$ cat src/rtl/ddr3_rw_arbiter_if.sv
// Command-port bundle between the rd/wr path command FIFOs, the read/write arbiter and the DDR3 FSM.
// master = command producers/consumer side, slave = arbiter.
interface ddr3_rw_arbiter_if #(
   parameter int ADDRS        = 32,
   parameter int AXI_ID_WIDTH = 4
) ();
   logic                    rd_fetch_i;
   logic                    rd_accept_o;
   logic                    rd_rseq_i;
   logic [AXI_ID_WIDTH-1:0] rd_reqid_i;
   logic [ADDRS-1:0]        rd_addr_i;
   logic                    wr_store_i;
   logic                    wr_accept_o;
   logic                    wr_wseq_i;
   logic [AXI_ID_WIDTH-1:0] wr_reqid_i;
   logic [ADDRS-1:0]        wr_addr_i;
   logic                    mem_req_o;
   logic                    mem_accept_i;
   logic                    mem_rdwr_o;
   logic                    mem_seq_o;
   logic [AXI_ID_WIDTH-1:0] mem_reqid_o;
   logic [ADDRS-1:0]        mem_addr_o;

   modport master (
      output rd_fetch_i, rd_rseq_i, rd_reqid_i, rd_addr_i,
      output wr_store_i, wr_wseq_i, wr_reqid_i, wr_addr_i,
      output mem_accept_i,
      input  rd_accept_o, wr_accept_o,
      input  mem_req_o, mem_rdwr_o, mem_seq_o, mem_reqid_o, mem_addr_o
   );

   modport slave (
      input  rd_fetch_i, rd_rseq_i, rd_reqid_i, rd_addr_i,
      input  wr_store_i, wr_wseq_i, wr_reqid_i, wr_addr_i,
      input  mem_accept_i,
      output rd_accept_o, wr_accept_o,
      output mem_req_o, mem_rdwr_o, mem_seq_o, mem_reqid_o, mem_addr_o
   );
endinterface

$ cat src/rtl/ddr3_rw_arbiter.sv
// Read/write command arbiter in front of the DDR3 FSM: chain-locked grants, batching when ARB_BATCH_EN
// is defined (up to MAX_RUN sequences per side), strict alternation at every boundary otherwise.
module ddr3_rw_arbiter #(
   parameter int ADDRS        = 32,
   parameter int AXI_ID_WIDTH = 4,
   parameter int MAX_RUN      = 8
) (
   input  logic               clock,
   input  logic               reset,
   ddr3_rw_arbiter_if.slave   bus
);
   typedef enum logic [1:0] {
      ST_IDLE  = 2'b00,
      ST_READ  = 2'b01,
      ST_WRITE = 2'b10
   } state_t;

   localparam logic [3:0] MAX_RUN_C = 4'(MAX_RUN);

   state_t                  state_r, state_s, other_s;
   logic [3:0]              run_r, run_s, run_inc_s;
   logic                    last_rd_r, last_rd_s;
   logic                    lock_r, lock_s;
   logic                    cur_valid_s, oth_valid_s, cur_seq_s, xfer_s, switch_ok_s;
   logic [AXI_ID_WIDTH-1:0] reqid_s;
   logic [ADDRS-1:0]        addr_s;

   // Select the granted side's command; idle presents nothing.
   always_comb begin
      cur_valid_s = 1'b0;
      oth_valid_s = 1'b0;
      cur_seq_s   = 1'b0;
      reqid_s     = {AXI_ID_WIDTH{1'b0}};
      addr_s      = {ADDRS{1'b0}};
      other_s     = ST_READ;
      case (state_r)
         ST_READ: begin
            cur_valid_s = bus.rd_fetch_i;
            oth_valid_s = bus.wr_store_i;
            cur_seq_s   = bus.rd_rseq_i;
            reqid_s     = bus.rd_reqid_i;
            addr_s      = bus.rd_addr_i;
            other_s     = ST_WRITE;
         end
         ST_WRITE: begin
            cur_valid_s = bus.wr_store_i;
            oth_valid_s = bus.rd_fetch_i;
            cur_seq_s   = bus.wr_wseq_i;
            reqid_s     = bus.wr_reqid_i;
            addr_s      = bus.wr_addr_i;
            other_s     = ST_READ;
         end
         default: begin
            cur_valid_s = 1'b0;
            other_s     = ST_READ;
         end
      endcase
   end

   assign xfer_s          = cur_valid_s & bus.mem_accept_i;
   assign run_inc_s       = (run_r >= MAX_RUN_C) ? MAX_RUN_C : run_r + 4'd1;
`ifdef ARB_BATCH_EN
   // Compare with the pre-increment count so a side gets exactly MAX_RUN sequences.
   assign switch_ok_s     = ({1'b0, run_r} + 5'd1) >= {1'b0, MAX_RUN_C};
`else
   assign switch_ok_s     = 1'b1;
`endif

   assign bus.mem_req_o   = cur_valid_s;
   assign bus.mem_rdwr_o  = (state_r != ST_WRITE);
   assign bus.mem_seq_o   = cur_seq_s;
   assign bus.mem_reqid_o = reqid_s;
   assign bus.mem_addr_o  = addr_s;
   assign bus.rd_accept_o = (state_r == ST_READ)  & bus.mem_accept_i & bus.rd_fetch_i;
   assign bus.wr_accept_o = (state_r == ST_WRITE) & bus.mem_accept_i & bus.wr_store_i;

   // Grant decision: lock holds the grant, boundaries may hand it over.
   always_comb begin
      state_s   = state_r;
      run_s     = run_r;
      last_rd_s = last_rd_r;
      lock_s    = lock_r;
      case (state_r)
         ST_IDLE: begin
            if (bus.rd_fetch_i && bus.wr_store_i) begin
               state_s = last_rd_r ? ST_WRITE : ST_READ;
            end else if (bus.rd_fetch_i) begin
               state_s = ST_READ;
            end else if (bus.wr_store_i) begin
               state_s = ST_WRITE;
            end else begin
               state_s = ST_IDLE;
            end
         end
         ST_READ, ST_WRITE: begin
            if (xfer_s && cur_seq_s) begin
               lock_s = 1'b1;
            end else if (xfer_s) begin
               lock_s = 1'b0;
               run_s  = run_inc_s;
               if (oth_valid_s && switch_ok_s) begin
                  state_s   = other_s;
                  run_s     = 4'd0;
                  last_rd_s = (state_r == ST_READ);
               end else begin
                  state_s = state_r;
               end
            end else if (lock_r) begin
               state_s = state_r;
            end else if (!cur_valid_s && oth_valid_s) begin
               state_s   = other_s;
               run_s     = 4'd0;
               last_rd_s = (state_r == ST_READ);
            end else if (!cur_valid_s) begin
               state_s = ST_IDLE;
               run_s   = 4'd0;
            end else begin
               state_s = state_r;
            end
         end
         default: begin
            state_s = ST_IDLE;
            run_s   = 4'd0;
            lock_s  = 1'b0;
         end
      endcase
   end

   // State registers; reset leaves write as last-served so reads win the first tie.
   always_ff @(posedge clock) begin
      if (reset) begin
         state_r   <= ST_IDLE;
         run_r     <= 4'd0;
         last_rd_r <= 1'b0;
         lock_r    <= 1'b0;
      end else begin
         state_r   <= state_s;
         run_r     <= run_s;
         last_rd_r <= last_rd_s;
         lock_r    <= lock_s;
      end
   end
endmodule

$ cat src/flat_wrapper.sv
// flat-port wrapper written by rule: the top's interface ports become plain ports
module ddr3_rw_arbiter_flat 
#(
   parameter int ADDRS        = 32,
   parameter int AXI_ID_WIDTH = 4,
   parameter int MAX_RUN      = 8
)
  (clock, reset, bus_rd_fetch_i, bus_rd_rseq_i, bus_rd_reqid_i, bus_rd_addr_i, bus_wr_store_i, bus_wr_wseq_i, bus_wr_reqid_i, bus_wr_addr_i, bus_mem_accept_i, bus_rd_accept_o, bus_wr_accept_o, bus_mem_req_o, bus_mem_rdwr_o, bus_mem_seq_o, bus_mem_reqid_o, bus_mem_addr_o);
  ddr3_rw_arbiter_if #(.ADDRS(ADDRS), .AXI_ID_WIDTH(AXI_ID_WIDTH)) bus_i ();
  input  logic clock;
  input  logic reset;
  input wire logic [$bits(bus_i.rd_fetch_i)-1:0] bus_rd_fetch_i;
  input wire logic [$bits(bus_i.rd_rseq_i)-1:0] bus_rd_rseq_i;
  input wire logic [$bits(bus_i.rd_reqid_i)-1:0] bus_rd_reqid_i;
  input wire logic [$bits(bus_i.rd_addr_i)-1:0] bus_rd_addr_i;
  input wire logic [$bits(bus_i.wr_store_i)-1:0] bus_wr_store_i;
  input wire logic [$bits(bus_i.wr_wseq_i)-1:0] bus_wr_wseq_i;
  input wire logic [$bits(bus_i.wr_reqid_i)-1:0] bus_wr_reqid_i;
  input wire logic [$bits(bus_i.wr_addr_i)-1:0] bus_wr_addr_i;
  input wire logic [$bits(bus_i.mem_accept_i)-1:0] bus_mem_accept_i;
  output wire logic [$bits(bus_i.rd_accept_o)-1:0] bus_rd_accept_o;
  output wire logic [$bits(bus_i.wr_accept_o)-1:0] bus_wr_accept_o;
  output wire logic [$bits(bus_i.mem_req_o)-1:0] bus_mem_req_o;
  output wire logic [$bits(bus_i.mem_rdwr_o)-1:0] bus_mem_rdwr_o;
  output wire logic [$bits(bus_i.mem_seq_o)-1:0] bus_mem_seq_o;
  output wire logic [$bits(bus_i.mem_reqid_o)-1:0] bus_mem_reqid_o;
  output wire logic [$bits(bus_i.mem_addr_o)-1:0] bus_mem_addr_o;
  assign bus_i.rd_fetch_i = bus_rd_fetch_i;
  assign bus_i.rd_rseq_i = bus_rd_rseq_i;
  assign bus_i.rd_reqid_i = bus_rd_reqid_i;
  assign bus_i.rd_addr_i = bus_rd_addr_i;
  assign bus_i.wr_store_i = bus_wr_store_i;
  assign bus_i.wr_wseq_i = bus_wr_wseq_i;
  assign bus_i.wr_reqid_i = bus_wr_reqid_i;
  assign bus_i.wr_addr_i = bus_wr_addr_i;
  assign bus_i.mem_accept_i = bus_mem_accept_i;
  assign bus_rd_accept_o = bus_i.rd_accept_o;
  assign bus_wr_accept_o = bus_i.wr_accept_o;
  assign bus_mem_req_o = bus_i.mem_req_o;
  assign bus_mem_rdwr_o = bus_i.mem_rdwr_o;
  assign bus_mem_seq_o = bus_i.mem_seq_o;
  assign bus_mem_reqid_o = bus_i.mem_reqid_o;
  assign bus_mem_addr_o = bus_i.mem_addr_o;
  ddr3_rw_arbiter #(.ADDRS(ADDRS), .AXI_ID_WIDTH(AXI_ID_WIDTH), .MAX_RUN(MAX_RUN)) u_core (.clock(clock), .reset(reset), .bus(bus_i));
endmodule
$ cat config.mk
export PLATFORM = sky130hd
export DESIGN_NAME = ddr3_rw_arbiter_flat
export DESIGN_NICKNAME = d
export VERILOG_FILES = /design/src/rtl/ddr3_rw_arbiter_if.sv /design/src/rtl/ddr3_rw_arbiter.sv /design/src/flat_wrapper.sv
export SDC_FILE = /design/constraint.sdc
export NUM_CORES = 1
export LEC_CHECK = 0
export ABC_CLOCK_PERIOD_IN_PS = 2300
export CAP_MARGIN = 20
export CORE_UTILIZATION = 24
export CTS_BUF_LIST = sky130_fd_sc_hd__clkbuf_4
export CTS_CLUSTER_SIZE = 25
export DETAILED_ROUTE_END_ITERATION = 10
export PLACE_DENSITY = 0.83
export SYNTH_ARGS = -nofsm -noshare
export SYNTH_HDL_FRONTEND = slang
export SYNTH_SLANG_ARGS = --single-unit
$ cat constraint.sdc
create_clock -name clock -period 2.3 [get_ports clock]
set_input_delay 0.23 -clock clock [delete_from_list [all_inputs] [get_ports clock]]
set_output_delay 0.23 -clock clock [all_outputs]
set_load 0.1 [all_outputs]
# Word level (Yosys, flattened, before mapping)
# Index checks and enable logic that the tools add are counted.
# W data, S select, Z words.
# word_totals
regBits	4
latch_bits	0
ram_bits	0
mem_bits_ro	0
input_bits	79
out_inout_bits	41
wordCells	54
mem_count	0
# op_classes
addsub	0
mul	0
n_div	0
n_lt_le_gt_ge	0
eq_ne	10
shifts	0
n_mux	24
bitwise_logic	7
reduce_logical	10
# op_table
operator	n
$pmux W32 S2	1
$mux W2	11
$pmux W1 S2	4
$pmux W4 S2	1
$mux W1	6
$ne A2 B2 Y1 const B	3
$and A1 B1 Y1	5
$reduce_and A5 Y1	1
$ne A4 B4 Y1 const B	1
$pmux W2 S2	1
$reduce_and A4 Y1	1
$logic_and A1 B1 Y1	3
$ne A3 B1 Y1 const B	1
$ne A3 B2 Y1 const B	1
$ne A3 B3 Y1 const B	1
$eq A2 B1 Y1 const B	1
$eq A2 B2 Y1 const B	1
$logic_not A2 Y1	1
$ne A2 B1 Y1 const B	1
$not A1 Y1	2
$reduce_and A2 Y1	1
$reduce_bool A2 Y1	1
$reduce_or A2 Y1	1
$logic_not A1 Y1	1

# Depth between registers and ports, before layout
# logic_depth
word_depth	9
ltp_mapped	8

# Worst setup path before layout
# Ideal clock, no wire load.
# synth_path
kind	register to register
start	register u_core.state_r[0]
end	register u_core.lock_r
setup_time_ns	0.072
t_arrival_ns	2.436
required_ns	2.228
slack_ns	-0.208
stages_incl_launch_ff	7
period_less_slack_ns	2.508
path_cell_list	dfxtp_1 > inv_1 > ha_1 > a22oi_1 > nor2b_1 > a22oi_1 > nor2_1
# synth_rtl
element	line_no	rtl
start: declaration	ddr3_rw_arbiter.sv:20	state_t state_r, state_s, other_s;
start signal: assignment	ddr3_rw_arbiter.sv:137	state_r <= state_s;
$eq A2 B2 Y1 / $eq A2 B1 Y1 (equally long branches)	ddr3_rw_arbiter.sv:36	case (state_r)
$pmux W1 S2 (*)	ddr3_rw_arbiter.sv:36	
named net bus_mem_seq_o	flat_wrapper.sv:25	output wire logic [$bits(bus_i.mem_seq_o)-1:0] bus_mem_seq_o;
$logic_and A1 B1 Y1 (*)	ddr3_rw_arbiter.sv:96	if (xfer_s && cur_seq_s) begin
$mux W1 / $ne A3 B1 Y1 (equally long branches)	--	
$pmux W1 S2 / $reduce_and A2 Y1 (equally long branches)	--	
end signal: assignment	ddr3_rw_arbiter.sv:140	lock_r <= lock_s;
end: declaration	ddr3_rw_arbiter.sv:23	logic lock_r, lock_s;
# Mark *: on every way through the listed nets, which the timed path passes. The rest lies on a longest branch.
# A chain may end at the register's enable or synchronous reset.

# Worst setup path in the final report
# layout_path
start	register u_core.state_r[0]
end	output port bus_mem_reqid_o[3]
# layout_via
elab_chain_len	2
# layout_rtl
element	line_no	rtl
$eq A2 B2 Y1 / $eq A2 B1 Y1 (equally long branches)	ddr3_rw_arbiter.sv:36	
$pmux W4 S2 (*)	ddr3_rw_arbiter.sv:36	
end: declaration	flat_wrapper.sv:26	output wire logic [$bits(bus_i.mem_reqid_o)-1:0] bus_mem_reqid_o;
# Every way passes the cells marked *; elsewhere a longest branch is shown, timed or not.

==> summary.md <==
| Metric | Value |
|---|---|
| Reg-to-reg slack, setup | `0.29 ns` |
| Hold crit path type | `reg2reg` |
| NumNets Final | `301` |
| Detailed-route via count | `1351` |
| Crit path from | `u_core.state_r[0]` |
| Post-synthesis sequential area ratio | `10.0%` |
| First-pass GRT wire length | `6600 microns` |
| Critical path required time | `roughly 2.1 ns` |
| Ranking of synthesized cells by area | `a22o_1 (39%), dfxtp_1 (10%), ha_1 (6.3%)` |
| Avg WL per Cell | `approximately 18 microns` |
| Syn Area/Cell | `7.85 sq um` |
| Crit path to | `bus_mem_reqid_o[3]` |
| CTS sink cnt | `4` |
| Pint | `0.390 mW` |
| Setup Skew | `0.00262 ns` |
| Die area | `around 3600 sq um` |
| Worst r2r src | `u_core.state_r[0]` |
| Gate Count Post-Synth | `102` |
| Mux contribution to synthesized area | `4.06%` |
| Synth Area in XOR/XNOR | `0%` |
| Static leakage | `a little under 1 nW` |
| Final std cells w/o fill | `260` |
| Final Hold Fails | `0` |
| Async SR Flop Fraction | `0%` |
| Peak supply drop | `0.303 mV` |
| Most frequent cell after synthesis | `a22o_1` |
| Post-Synth Simple-Gate Area | `18.6%` |
| Flops & latches, synth | `4` |
| IO buf count | `119` |
| # Max-Cap Violations | `0` |
| Sequential share of power | `10.5%` |
| Relative max-transition margin | `77.2%` |
| Overall fraction of global-route tracks in use | `between 20% and 30%` |
| Io pins | `120` |
| Placed Cells | `257` |
| Fin. max-slew vios | `0` |
| Post-synth top area share | `39.4%` |
| Initial cell density of the core | `25.8%` |
| Place WS | `a little under 0.3 ns` |
| First drt pass iteration count | `4` |
| Synth cell count leaders | `a22o_1 (36), buf_1 (5)` |
| Initial antenna violation count | `0` |
| Adder-cell area share of the yosys netlist | `6.25%` |
| Cts bufs inserted | `3` |
| Hold depth | `2` |
| Synth Cell Area | `801 sq um` |
| Switch share | `45.2%` |
| P_sw | `0.322 mW` |
| Number of synthesized flops with an enable pin | `0` |
| ANT cells | `0` |
| Vias in the first global route | `1225` |
| Outcome | `complete, no violations` |
| Hold path startpoint | `u_core.last_rd_r` |
| Max Root-Sink Buffers | `2` |
| Final min period | `about 2.2 ns` |
| Worst slew pin tran | `approximately 0.34 ns` |
| Die width | `around 60 microns` |
| Routed WL | `4670 microns` |
| Max Fclk | `454 MHz` |
| CP Class | `reg2out` |
| Largest net degree at the start of global routing | `37` |
| Total gr overflow | `0` |
| DP HPWL | `4010 microns` |
| Synthesized net count | `~190` |
| Synth warn | `0` |
| Later-pin clock latency in the skew report | `0.24 ns` |
| Final setup fails | `0` |
| GP Congestion | `0.867` |
| Share of layout cells above drive strength 1 | `39.8%` |
| Via/cell ratio | `5.20` |
| Crit path DAT | `just under 2 ns` |
| CTS Root Cell | `clkbuf_4` |
| DR iter-0 viols | `64` |
| Synth Area in Compound Gates | `54.1%` |
| Row cnt | `20` |
| Remaining DRCs | `0` |
| Routed Antenna Nets | `0` |
| Fin worst setup slack | `0.0985 ns` |
| Final period utilization | `95.7%` |
| Crit path launch type | `register` |
| Pwr per Cell Area | `284 nW/um^2` |
| Worst-path fanout max | `31` |
| Yosys cell types | `38` |
| RSZ-0062 raised after global routing | `no` |
| Main combinational cell family by area after synthesis | `compound AO/OA/AOI/OAI gates` |
| R2r endpoint | `u_core.state_r[1]` |
| Area growth syn-to-layout | `213%` |
| Die Height | `59.8 microns` |
| Final TNS setup | `0 ns` |
| Worst-path clk slew | `0.03 ns` |
| Ys flop type | `dfxtp_1` |
| Reg2Reg Depth | `7` |
| Htree depth | `1` |
| Combinational Power Share | `77.2%` |
| Post-synth top area cell | `a22o_1` |
| Post-CTS Setup Repair Bufs | `0` |
| Clk pwr share | `12.2%` |
| CTS tree | `built` |
| CP endpoint kind | `output port` |
| Total core area | `3100 sq um` |
==> cell type report <==
type,count,area (sq um)
clock buffers,3,22.5
well taps,44,55.1
flip-flops and latches,4,80.1
multi-input cells,84,708
repair buffers,121,1630
inverters,4,15.0
fillers,203,593
==> timing repair <==
| action | CTS | global route |
|---|---|---|
| resized for setup | 0 | 2 |
| hold buffers | 0 | 0 |
| setup endpoints to repair | 0 | 31 |
==> kinds of logic (layout without fill, tap and decap cells) <==
| family | Yosys count | after routing |
|---|---|---|
| muxes | 3 | 3 |
| AOI/OAI and AO/OA | 52 | 52 |
| buffers and inverters | 14 | 128 |
| DFF | 4 | 4 |
| adders and majority gates | 4 | 4 |
| and+or+nand+nor | 25 | 25 |
==> stage by stage <==
step	cell area [sq um]	total power, mW	hold WS, ns	util, %
after detailed placement	2480	0.623	0.520	80.0
final	2510	0.712	0.526	80.9
after global placement	2480	0.613	0.490	80.0
after floorplan	841	0.348	0.302	-
after CTS	2510	0.716	0.527	80.8
after global routing	2510	0.736	0.585	80.9
==> cells in the final DEF (no fill, tap or decap), types with 2 or more instances in the layout <==
cell type and n:
dfxtp_1 4, buf_12 42, clkdlybuf4s50_1 78, inv_1 3, nor4_1 2, ha_1 3
a22oi_1 3, nor2b_1 3, a22o_1 6, and2_2 2, a22o_2 31, nand2b_1 2
nand2_1 3, clkbuf_4 3, o21ai_0 2, nor2_1 4
==> power groups by stage <==
stage / Sequential [mW] / Clock [mW] / Combinational [mW]
after floorplan: 0.0751 / 0 / 0.273
after global placement: 0.0753 / 0 / 0.538
after detailed placement: 0.0758 / 0 / 0.548
after CTS: 0.0748 / 0.0925 / 0.548
after global routing: 0.0750 / 0.0925 / 0.569
final: 0.0750 / 0.0871 / 0.550
==> per-layer routing <==
metal	vias to the layer above	part of all wire (%)	track usage, %
li1	641	-	-
met1	632	39	30.2
met2	68	51	43.2
met3	10	7.5	3.90
met4	0	2.4	8.97
met5	-	0	0
==> worst max-delay path: stages, from the launching register on <==
cell,delay [ns]
dfxtp_1,0.36
inv_1,0.10
ha_2,0.38
and2_2,0.26
buf_12,0.20
a22o_1,0.23
buf_12,0.19
==> how the worst min path moves through the flow <==
stage	end	slack [ns]
2_1_floorplan	u_core.lock_r	0.30
3_3_place_gp	u_core.last_rd_r	0.49
3_5_place_dp	u_core.last_rd_r	0.52
4_1_cts	u_core.last_rd_r	0.53
5_1_grt	u_core.last_rd_r	0.58
6_report	u_core.last_rd_r	0.53
==> sequential cells by signal (all words and copies together), names as in the netlist <==
name / flops
u_core.last_rd_r: 1
u_core.lock_r: 1
u_core.state_r: 2
Power figures use the tool's default switching activity.
